### config.mk
export PLATFORM = sky130hd
export DESIGN_NAME = alu_sequencer
export DESIGN_NICKNAME = d
export VERILOG_FILES = /design/src/rtl/alu_sequencer.sv
export SDC_FILE = /design/constraint.sdc
export NUM_CORES = 1
export LEC_CHECK = 0
export CAP_MARGIN = 10
export CORE_MARGIN = 2
export CORE_UTILIZATION = 59
export CTS_CLUSTER_DIAMETER = 150
export DETAILED_ROUTE_END_ITERATION = 8
export GPL_TIMING_DRIVEN = 0
export HOLD_SLACK_MARGIN = 0.15
export PLACE_DENSITY = 0.82
export SLEW_MARGIN = 20
export SYNTH_ARGS = -nofsm -noshare
export SYNTH_HDL_FRONTEND = slang
export SYNTH_SLANG_ARGS = --single-unit
### constraint.sdc
create_clock -name clk_i -period 4.21 [get_ports clk_i]
set_input_delay 1.263 -clock clk_i [delete_from_list [all_inputs] [get_ports clk_i]]
set_output_delay 1.263 -clock clk_i [all_outputs]
set_load 0.03 [all_outputs]
### src/rtl/alu_sequencer.sv
// Single-cycle AND/OR/ADD/SUB unit with a multi-cycle shift-add multiplier.
// MUL holds the pipeline through stall_o for WIDTH iterations; flush_i aborts it.
module alu_sequencer #(
    parameter int WIDTH = 32
) (
    input  logic             clk_i,
    input  logic             rst_i,
    input  logic             start_i,
    input  logic             flush_i,
    input  logic [2:0]       ALUCtrl_i,
    input  logic [WIDTH-1:0] data1_i,
    input  logic [WIDTH-1:0] data2_i,
    output logic             stall_o,
    output logic [WIDTH-1:0] result_o,
    output logic             valid_o
);

    localparam int CNT_W = $clog2(WIDTH) + 1;

    localparam logic [2:0] OP_AND = 3'b000;
    localparam logic [2:0] OP_OR  = 3'b001;
    localparam logic [2:0] OP_ADD = 3'b010;
    localparam logic [2:0] OP_MUL = 3'b011;
    localparam logic [2:0] OP_SUB = 3'b110;

    typedef enum logic {
        S_IDLE = 1'b0,
        S_MUL  = 1'b1
    } state_t;

    state_t           r_state;
    state_t           w_next_state;
    logic [WIDTH-1:0] r_mcand;
    logic [WIDTH-1:0] r_mplier;
    logic [WIDTH-1:0] r_acc;
    logic [CNT_W-1:0] r_cnt;
    logic [WIDTH-1:0] r_result;
    logic             r_valid;

    logic             w_accept;
    logic             w_accept_mul;
    logic             w_last;
    logic [WIDTH-1:0] w_step_acc;
    logic [WIDTH-1:0] w_alu_result;

    assign w_accept     = (r_state == S_IDLE) && start_i && !flush_i;
    assign w_accept_mul = w_accept && (ALUCtrl_i == OP_MUL);
    assign w_last       = (r_cnt == CNT_W'(WIDTH - 1));
    assign w_step_acc   = r_acc + (r_mplier[0] ? r_mcand : '0);

    // Reset gates the combinational term so stall_o is 0 during reset even with start_i high.
    assign stall_o  = rst_i && (w_accept_mul || (r_state == S_MUL));
    assign result_o = r_result;
    assign valid_o  = r_valid;

    always_comb begin
        // NOTE: every always_comb output gets a default first so no latch is inferred.
        w_alu_result = '0;
        case (ALUCtrl_i)
            OP_AND:  w_alu_result = data1_i & data2_i;
            OP_OR:   w_alu_result = data1_i | data2_i;
            OP_ADD:  w_alu_result = data1_i + data2_i;
            OP_SUB:  w_alu_result = data1_i - data2_i;
            default: w_alu_result = '0;
        endcase
    end

    always_comb begin
        w_next_state = r_state;
        case (r_state)
            S_IDLE: if (w_accept_mul) w_next_state = S_MUL;
            S_MUL:  if (flush_i || w_last) w_next_state = S_IDLE;
            default: w_next_state = S_IDLE;
        endcase
    end

    always_ff @(posedge clk_i or negedge rst_i) begin
        if (!rst_i) begin
            r_state <= S_IDLE;
        end else begin
            // NOTE: sequential state uses non-blocking assignments so all registers update together.
            r_state <= w_next_state;
        end
    end

    always_ff @(posedge clk_i or negedge rst_i) begin
        if (!rst_i) begin
            r_mcand  <= '0;
            r_mplier <= '0;
            r_acc    <= '0;
            r_cnt    <= '0;
            r_result <= '0;
            r_valid  <= 1'b0;
        end else begin
            r_valid <= 1'b0;
            case (r_state)
                S_IDLE: begin
                    if (w_accept_mul) begin
                        r_mcand  <= data1_i;
                        r_mplier <= data2_i;
                        r_acc    <= '0;
                        r_cnt    <= '0;
                    end else if (w_accept) begin
                        r_result <= w_alu_result;
                        r_valid  <= 1'b1;
                    end
                end
                S_MUL: begin
                    if (!flush_i) begin
                        r_acc    <= w_step_acc;
                        r_mcand  <= r_mcand << 1;
                        r_mplier <= r_mplier >> 1;
                        r_cnt    <= r_cnt + CNT_W'(1);
                        // The final step's sum goes straight to result_o at the last edge.
                        if (w_last) begin
                            r_result <= w_step_acc;
                            r_valid  <= 1'b1;
                        end
                    end
                end
                default: ;
            endcase
        end
    end

endmodule

==> results.txt, run 1 <==
Syn. warnings: 0
Die W: 140 um
H-tree levels: 4
core area: 0.0180 sq mm
worst reg2reg path depth: 12
clock latency on the worst-skew pair: 0.44 ns
Final Net Count: 1597
Lkg Pwr: 5.97 nW
GR peak layer: met2
post-synth cell types: 76
EDFF count, synth: 0
Tcrit/Tclk final: 111%
final WL: 38800 um
failing checks: setup timing
CTS max path bufs: 2
Site Rows: 49
dpl hpwl: 28000 um
antenna violations before repair: 0
routing usage on met1: 52.9%
RePlAce Congestion: 0.980
drt first pass iters: 6
RSZ-0062 raised after global routing: yes
maximum vdd drop: 596 uV
Seq/Total Area, Yosys: 31.3%
max_slew headroom: 39.5%
required time of the critical path: 4.52 ns
Vias/cell: 6.53
Finished Layout Cells: 1700
# diodes: 0
post-layout min period: 4.69 ns
Yosys reg bits: 136
Design Area, Final: 0.0140 sq mm
Worst EP arrival: 5.00 ns
ys flop type: dfrtp_1
Post-Syn Instances: 1294
Final setup violation count: 18
FMAX: 213 MHz
aggregate global-route resource usage: 38.3%
post-DR wirelength/cell: 22.8 um
Root Driver: clkbuf_16
largest net degree at the start of global routing: 78
WHS Path Cells: 2
Die Ht: 140 um
crit path kind: input port to flip-flop
Port Buf Inserts: 102
met3 global-route usage: 6.57%
PnR worst setup slack: -0.482 ns
CTS tree: done
Mean Syn Cell Area: 8.39 sq um
Num Clock Sinks: 136
Net Count, Synth: 1433
num ports: 105
Initial DRC Count: 1318
crit-path max FO: 5
Pwr Density: 387 mW/mm^2
pin slew with the least headroom to its limit: 0.907 ns
status: finished, violations left
layout cells sized above 1: 17.1%
Die Area: 0.0195 sq mm
Setup Skew: 0.0184 ns
Critical Path Source Type: input port
vias in the first global route: 10400
min-delay worst type: flip-flop to flip-flop
ys async rst share: 100%
GRT Residual Overflow: 0
met2 GRT Util: 59.3%
hold_buf cts: 0
Synth-to-Final Area Change: 28.7%
final antenna-violating net count: 0
Initial Util: 60.2%
Clk pin slew, worst setup/hold paths: 0.06 ns
Cell Area, Placed: 0.0123 sq mm
DRC viols: 0
# placed instances: 1626
endpoint class of the critical path: flip-flop
fin. max-slew vios: 0
Hold Fails Final Rpt: 0
Synth Cell Area: 0.0109 sq mm
first-pass GRT wire length: 58100 um
maxcap violations: 0
CTS Buf Count: 17
via count: 11100
worst paths after layout:
kind	slack, ns	startpoint	endpoint
setup / recovery	-0.48	data2_i[16]	result_o[28]
hold / removal	0.46	result_o[8]	result_o[8]
min in group asynchronous	0.80	rst_i	r_mplier[2]
hold reg to reg	0.46	result_o[8]	result_o[8]
max in group asynchronous	2.70	rst_i	r_acc[31]
setup reg to reg	0.34	r_mplier[0]	r_acc[31]
logic make-up after synthesis:
group / after synthesis / synth area share [%]
flip-flops: 136 / 31.3
multiplexers: 71 / 6.60
AND/OR/NAND/NOR: 417 / 18.5
XOR/XNOR: 82 / 6.62
buffers and inverters: 90 / 3.12
AO/OA/AOI/OAI: 400 / 23.0
adder cells (fa/ha/maj): 98 / 10.7
repair_timing:
action / 4_1_cts / 5_1_grt
pin swaps: 61 / 66
endpoints found under the setup margin: 29 / 23
buffers inserted: 36 / 15
resized for setup: 199 / 79
cell usage after synthesis (14+ instances only):
cell type | n | area share, %
ha_1 | 66 | 7.6
o21ai_0 | 152 | 7.0
o31ai_1 | 17 | 1.2
nand3_1 | 17 | 0.78
and2_1 | 38 | 2.2
clkbuf_1 | 66 | 2.3
xor2_1 | 45 | 3.6
mux2i_1 | 66 | 6.1
dfrtp_1 | 136 | 31
maj3_1 | 30 | 2.8
a31oi_1 | 19 | 1.1
nand2_1 | 191 | 6.6
a21oi_1 | 78 | 3.6
a21o_1 | 28 | 1.9
xnor2_1 | 37 | 3.0
nand4_1 | 15 | 0.86
nor2b_1 | 14 | 0.81
nor2_1 | 65 | 2.2
per-layer routing:
layer | part of all wire, % | vias to the layer above
met5 | 0 | -
met4 | 4.6 | 0
met3 | 9.7 | 148
met2 | 45 | 662
met1 | 41 | 5254
li1 | - | 5034
layout by cell type, fill, tap and decap left out, types with 34 or more instances in the layout:
master	synthesis	layout
a21oi_1	78	60
and2_1	38	35
buf_4	0	42
clkbuf_1	66	50
clkdlybuf4s50_1	0	78
dfrtp_1	136	136
ha_1	66	53
mux2i_1	66	65
nand2_1	191	184
nor2_1	65	56
o21ai_0	152	125
xnor2_1	37	34
xor2_1	45	42
power by group:
group / internal [mW] / switching [mW]
sequential: 1.59 / 0.201
combinational: 0.876 / 1.23
clock: 0.847 / 0.671
total: 3.31 / 2.10
critical path, cell delays in order:
cell and delay (ns):
buf_2 0.15, or4_4 0.62, nor3_4 0.28, buf_4 0.18, nand4b_4 0.14, o31ai_4 0.20
xor2_1 0.20, ha_1 0.29, a21o_1 0.22, or2_4 0.27, nor2_4 0.08, nor2_2 0.05
a311oi_2 0.28, o31ai_4 0.14, mux2i_2 0.24, a21oi_1 0.09, or3_1 0.30
cell type report:
cell class	instances	area (sq um)
Fill cell	1273	4050
Sequential cell	136	3400
Clock buffer	19	443
Timing Repair Buffer	154	1460
Inverter	14	52.6
Clock inverter	13	139
Multi-Input combinational cell	1068	7890
Tap cell	229	287
Buffer	67	305
registers in the layout, summed over array words and instances, names as in the netlist:
signal and flops:
r_acc 32, r_mcand 32, r_mplier 32, result_o 32, r_cnt 6, r_state 1, valid_o 1
stage by stage:
| stage | hold WS [ns] | setup TNS (ns) | power (mW) | util [%] | setup WS (ns) |
|---|---|---|---|---|---|
| 6_report | 0.461 | -4.60 | 5.41 | 77.5 | -0.482 |
| 5_1_grt | 0.494 | -6.42 | 5.64 | 77.5 | -0.599 |
| 4_1_cts | 0.469 | -2.41 | 5.23 | 75.0 | -0.433 |
| 3_5_place_dp | 0.455 | -37.93 | 3.61 | 68.2 | -1.72 |
| 3_3_place_gp | 0.454 | -503.29 | 3.56 | 68.1 | -4.28 |
| 2_1_floorplan | 0.445 | -1.46 | 2.98 | - | -0.436 |
No activity file was read; power rests on OpenSTA's default activity.
==> run 2, diff against run 1 <==
--- a/config.mk
+++ b/config.mk
@@ -6,13 +6,12 @@
 export NUM_CORES = 1
 export LEC_CHECK = 0
 export CAP_MARGIN = 10
-export CORE_MARGIN = 2
-export CORE_UTILIZATION = 59
+export CORE_UTILIZATION = 50
 export CTS_CLUSTER_DIAMETER = 150
 export DETAILED_ROUTE_END_ITERATION = 8
 export GPL_TIMING_DRIVEN = 0
 export HOLD_SLACK_MARGIN = 0.15
-export PLACE_DENSITY = 0.82
+export PLACE_DENSITY = 0.71
 export SLEW_MARGIN = 20
 export SYNTH_ARGS = -nofsm -noshare
 export SYNTH_HDL_FRONTEND = slang
==> results.txt, run 2 (synthesis results as in run 1) <==
status: finished, violations left
failing checks: setup timing
Net Sw Frac: 38.8% (about the same)
CTS Buf Count: 17 (unchanged)
Met1 Wirelength: 16600 um (+5.3%)
Critical Path Source Type: input port
# diodes: 0 (unchanged)
Final setup violation count: 15 (-3)
dpl hpwl: 28600 um (+2.2%)
vias in the first global route: 10200 (-1.7%)
CTS max path bufs: 2 (unchanged)
CTS tree: done
commonest non-fill, non-tap cell in the layout: nand2_1
PnR worst setup slack: -0.514 ns (-0.0315 ns)
max_slew headroom: 37.2% (-2.4 points)
num ports: 105 (unchanged)
worst reg2reg path depth: 12 (unchanged)
combinational power share: 39.9% (+1.1 points)
layout cells sized above 1: 19.2% (+2.0 points)
met2 routed WL: 17700 um (+1.3%)
post-layout min period: 4.72 ns (+0.0315 ns)
Flop pwr share: 32.7% (-0.4 points)
WHS Path Cells: 2 (unchanged)
Cell Area, Placed: 0.0124 sq mm (+0.47%)
Design Area, Final: 0.0144 sq mm (+3.1%)
maximum vdd drop: 257 uV (-57%)
Num Clock Sinks: 136 (unchanged)
crit path kind: input port to flip-flop
Pwr Density: 379 mW/mm^2 (-2.0%)
Clk pwr share: 27.4% (-0.6 points)
drt first pass iters: 5 (-1)
Site Rows: 53 (+8.2%)
Clk pin slew, worst setup/hold paths: 0.07 ns (about the same)
first-pass GRT wire length: 57700 um (-0.69%)
Port Buf Inserts: 102 (unchanged)
final antenna-violating net count: 0 (unchanged)
met3 WL: 3380 um (-11%)
pin slew with the least headroom to its limit: 0.939 ns (+0.0319 ns)
Final Net Count: 1624 (+1.7%)
P_sw: 2.12 mW (+1.0%)
Die W: 149 um (+6.9%)
Initial DRC Count: 1122 (-15%)
Root Driver: clkbuf_16
Die Area: 0.0223 sq mm (+14%)
Vias/cell: 6.21 (-4.8%)
via count: 11000 (-0.76%)
post-DR wirelength/cell: 22.1 um (-3.2%)
required time of the critical path: 4.54 ns (+0.02 ns)
Lkg Pwr: 6.20 nW (+3.9%)
Power, Total: 5.47 mW (+1.1%)
fin. max-slew vios: 0 (unchanged)
maxcap violations: 0 (unchanged)
Worst EP arrival: 5.05 ns (+0.05 ns)
DP Worst Slack: -1.73 ns (-0.0162 ns)
# placed instances: 1672 (+2.8%)
Hold Fails Final Rpt: 0 (unchanged)
endpoint class of the critical path: flip-flop
Tcrit/Tclk final: 112% (+0.75 points)
Worst R2R Start: r_mplier[0]
Hold Path Origin: result_o[8]
Finished Layout Cells: 1773 (+4.3%)
GRT Residual Overflow: 0 (unchanged)
commonest cells after routing, fill and taps aside: nand2_1 (181), dfrtp_1 (136), o21ai_0 (127)
P_int: 3.35 mW (+1.1%)
min-delay worst type: flip-flop to flip-flop
Critical path origin: data2_i[10]
H-tree levels: 4 (unchanged)
core area: 0.0212 sq mm (+17%)
RSZ-0062 raised after global routing: yes
Die Ht: 149 um (+6.9%)
Synth-to-Final Area Change: 32.7%
largest net degree at the start of global routing: 70 (-10%)
top sig layer: met4
RePlAce Congestion: 0.927 (-5.4%)
antenna violations before repair: 0 (unchanged)
final WL: 39200 um (+0.98%)
Setup Skew: 0.0101 ns (-0.00834 ns)
clock latency on the worst-skew pair: 0.44 ns (about the same)
hold_buf cts: 0 (unchanged)
DRC viols: 0 (unchanged)
aggregate global-route resource usage: 34.6% (-3.6 points)
final setup TNS: -3.81 ns (+0.799 ns)
Initial Util: 51.3% (-8.9 points)
crit-path max FO: 3 (-2)
FMAX: 212 MHz (-0.67%)
[run 2: worst max-delay path: stages]
cell      delay [ns]
buf_8           0.10
or4_4           0.56
nor4_4          0.25
buf_4           0.19
nand2_4         0.06
o41ai_4         0.24
xor2_1          0.22
ha_2            0.33
nand2_2         0.08
o21ai_2         0.08
a221o_1         0.34
a21o_1          0.21
a211oi_2        0.23
nor3_2          0.10
o311ai_2        0.31
o41ai_4         0.15
o32a_1          0.34
[run 2: per-stage QoR]
step | util, % | hold slack (ns)
after global placement | 58.3 | 0.456
after detailed placement | 58.4 | 0.460
after global routing | 68.1 | 0.504
after floorplan | - | 0.445
after CTS | 65.1 | 0.481
final | 68.1 | 0.482
[run 2: power groups by stage]
stage               clock network, mW  registers (mW)  logic [mW]
finish                           1.50            1.79        2.18
global route                     1.56            1.82        2.36
CTS                              1.51            1.78        2.00
detailed placement                  0            1.80        1.83
global placement                    0            1.80        1.80
floorplan                           0            1.87        1.11
[run 2: area by class of cell]
type	count	area, sq um
fillers	1707	6740
clock inverters	14	140
repair buffers	183	1700
plain buffers	65	305
clock buffers	18	429
flip-flops and latches	136	3400
inverters	14	52.6
well taps	275	344
multi-input cells	1068	8040
[run 2: worst paths after layout]
check / slack, ns / endpoint
max: -0.51 / result_o[31]
min: 0.48 / result_o[8]
max reg2reg: 0.39 / r_acc[31]
min reg2reg: 0.48 / result_o[8]
max in group asynchronous: 2.68 / result_o[29]
min in group asynchronous: 0.77 / r_acc[4]
[run 2: routing by layer]
layer	GRT usage (%)	vias to the layer above
met4	11.4	0
li1	-	5098
met2	53.4	508
met3	7.95	101
met5	0	-
met1	47.6	5307
[run 2: timing repair]
| action | 4_1_cts | 5_1_grt |
|---|---|---|
| hold endpoints to repair | 0 | 0 |
| setup buffers | 53 | 30 |
| resized for setup | 203 | 112 |
| endpoints found under the setup margin | 29 | 23 |
| pin swaps | 68 | 88 |
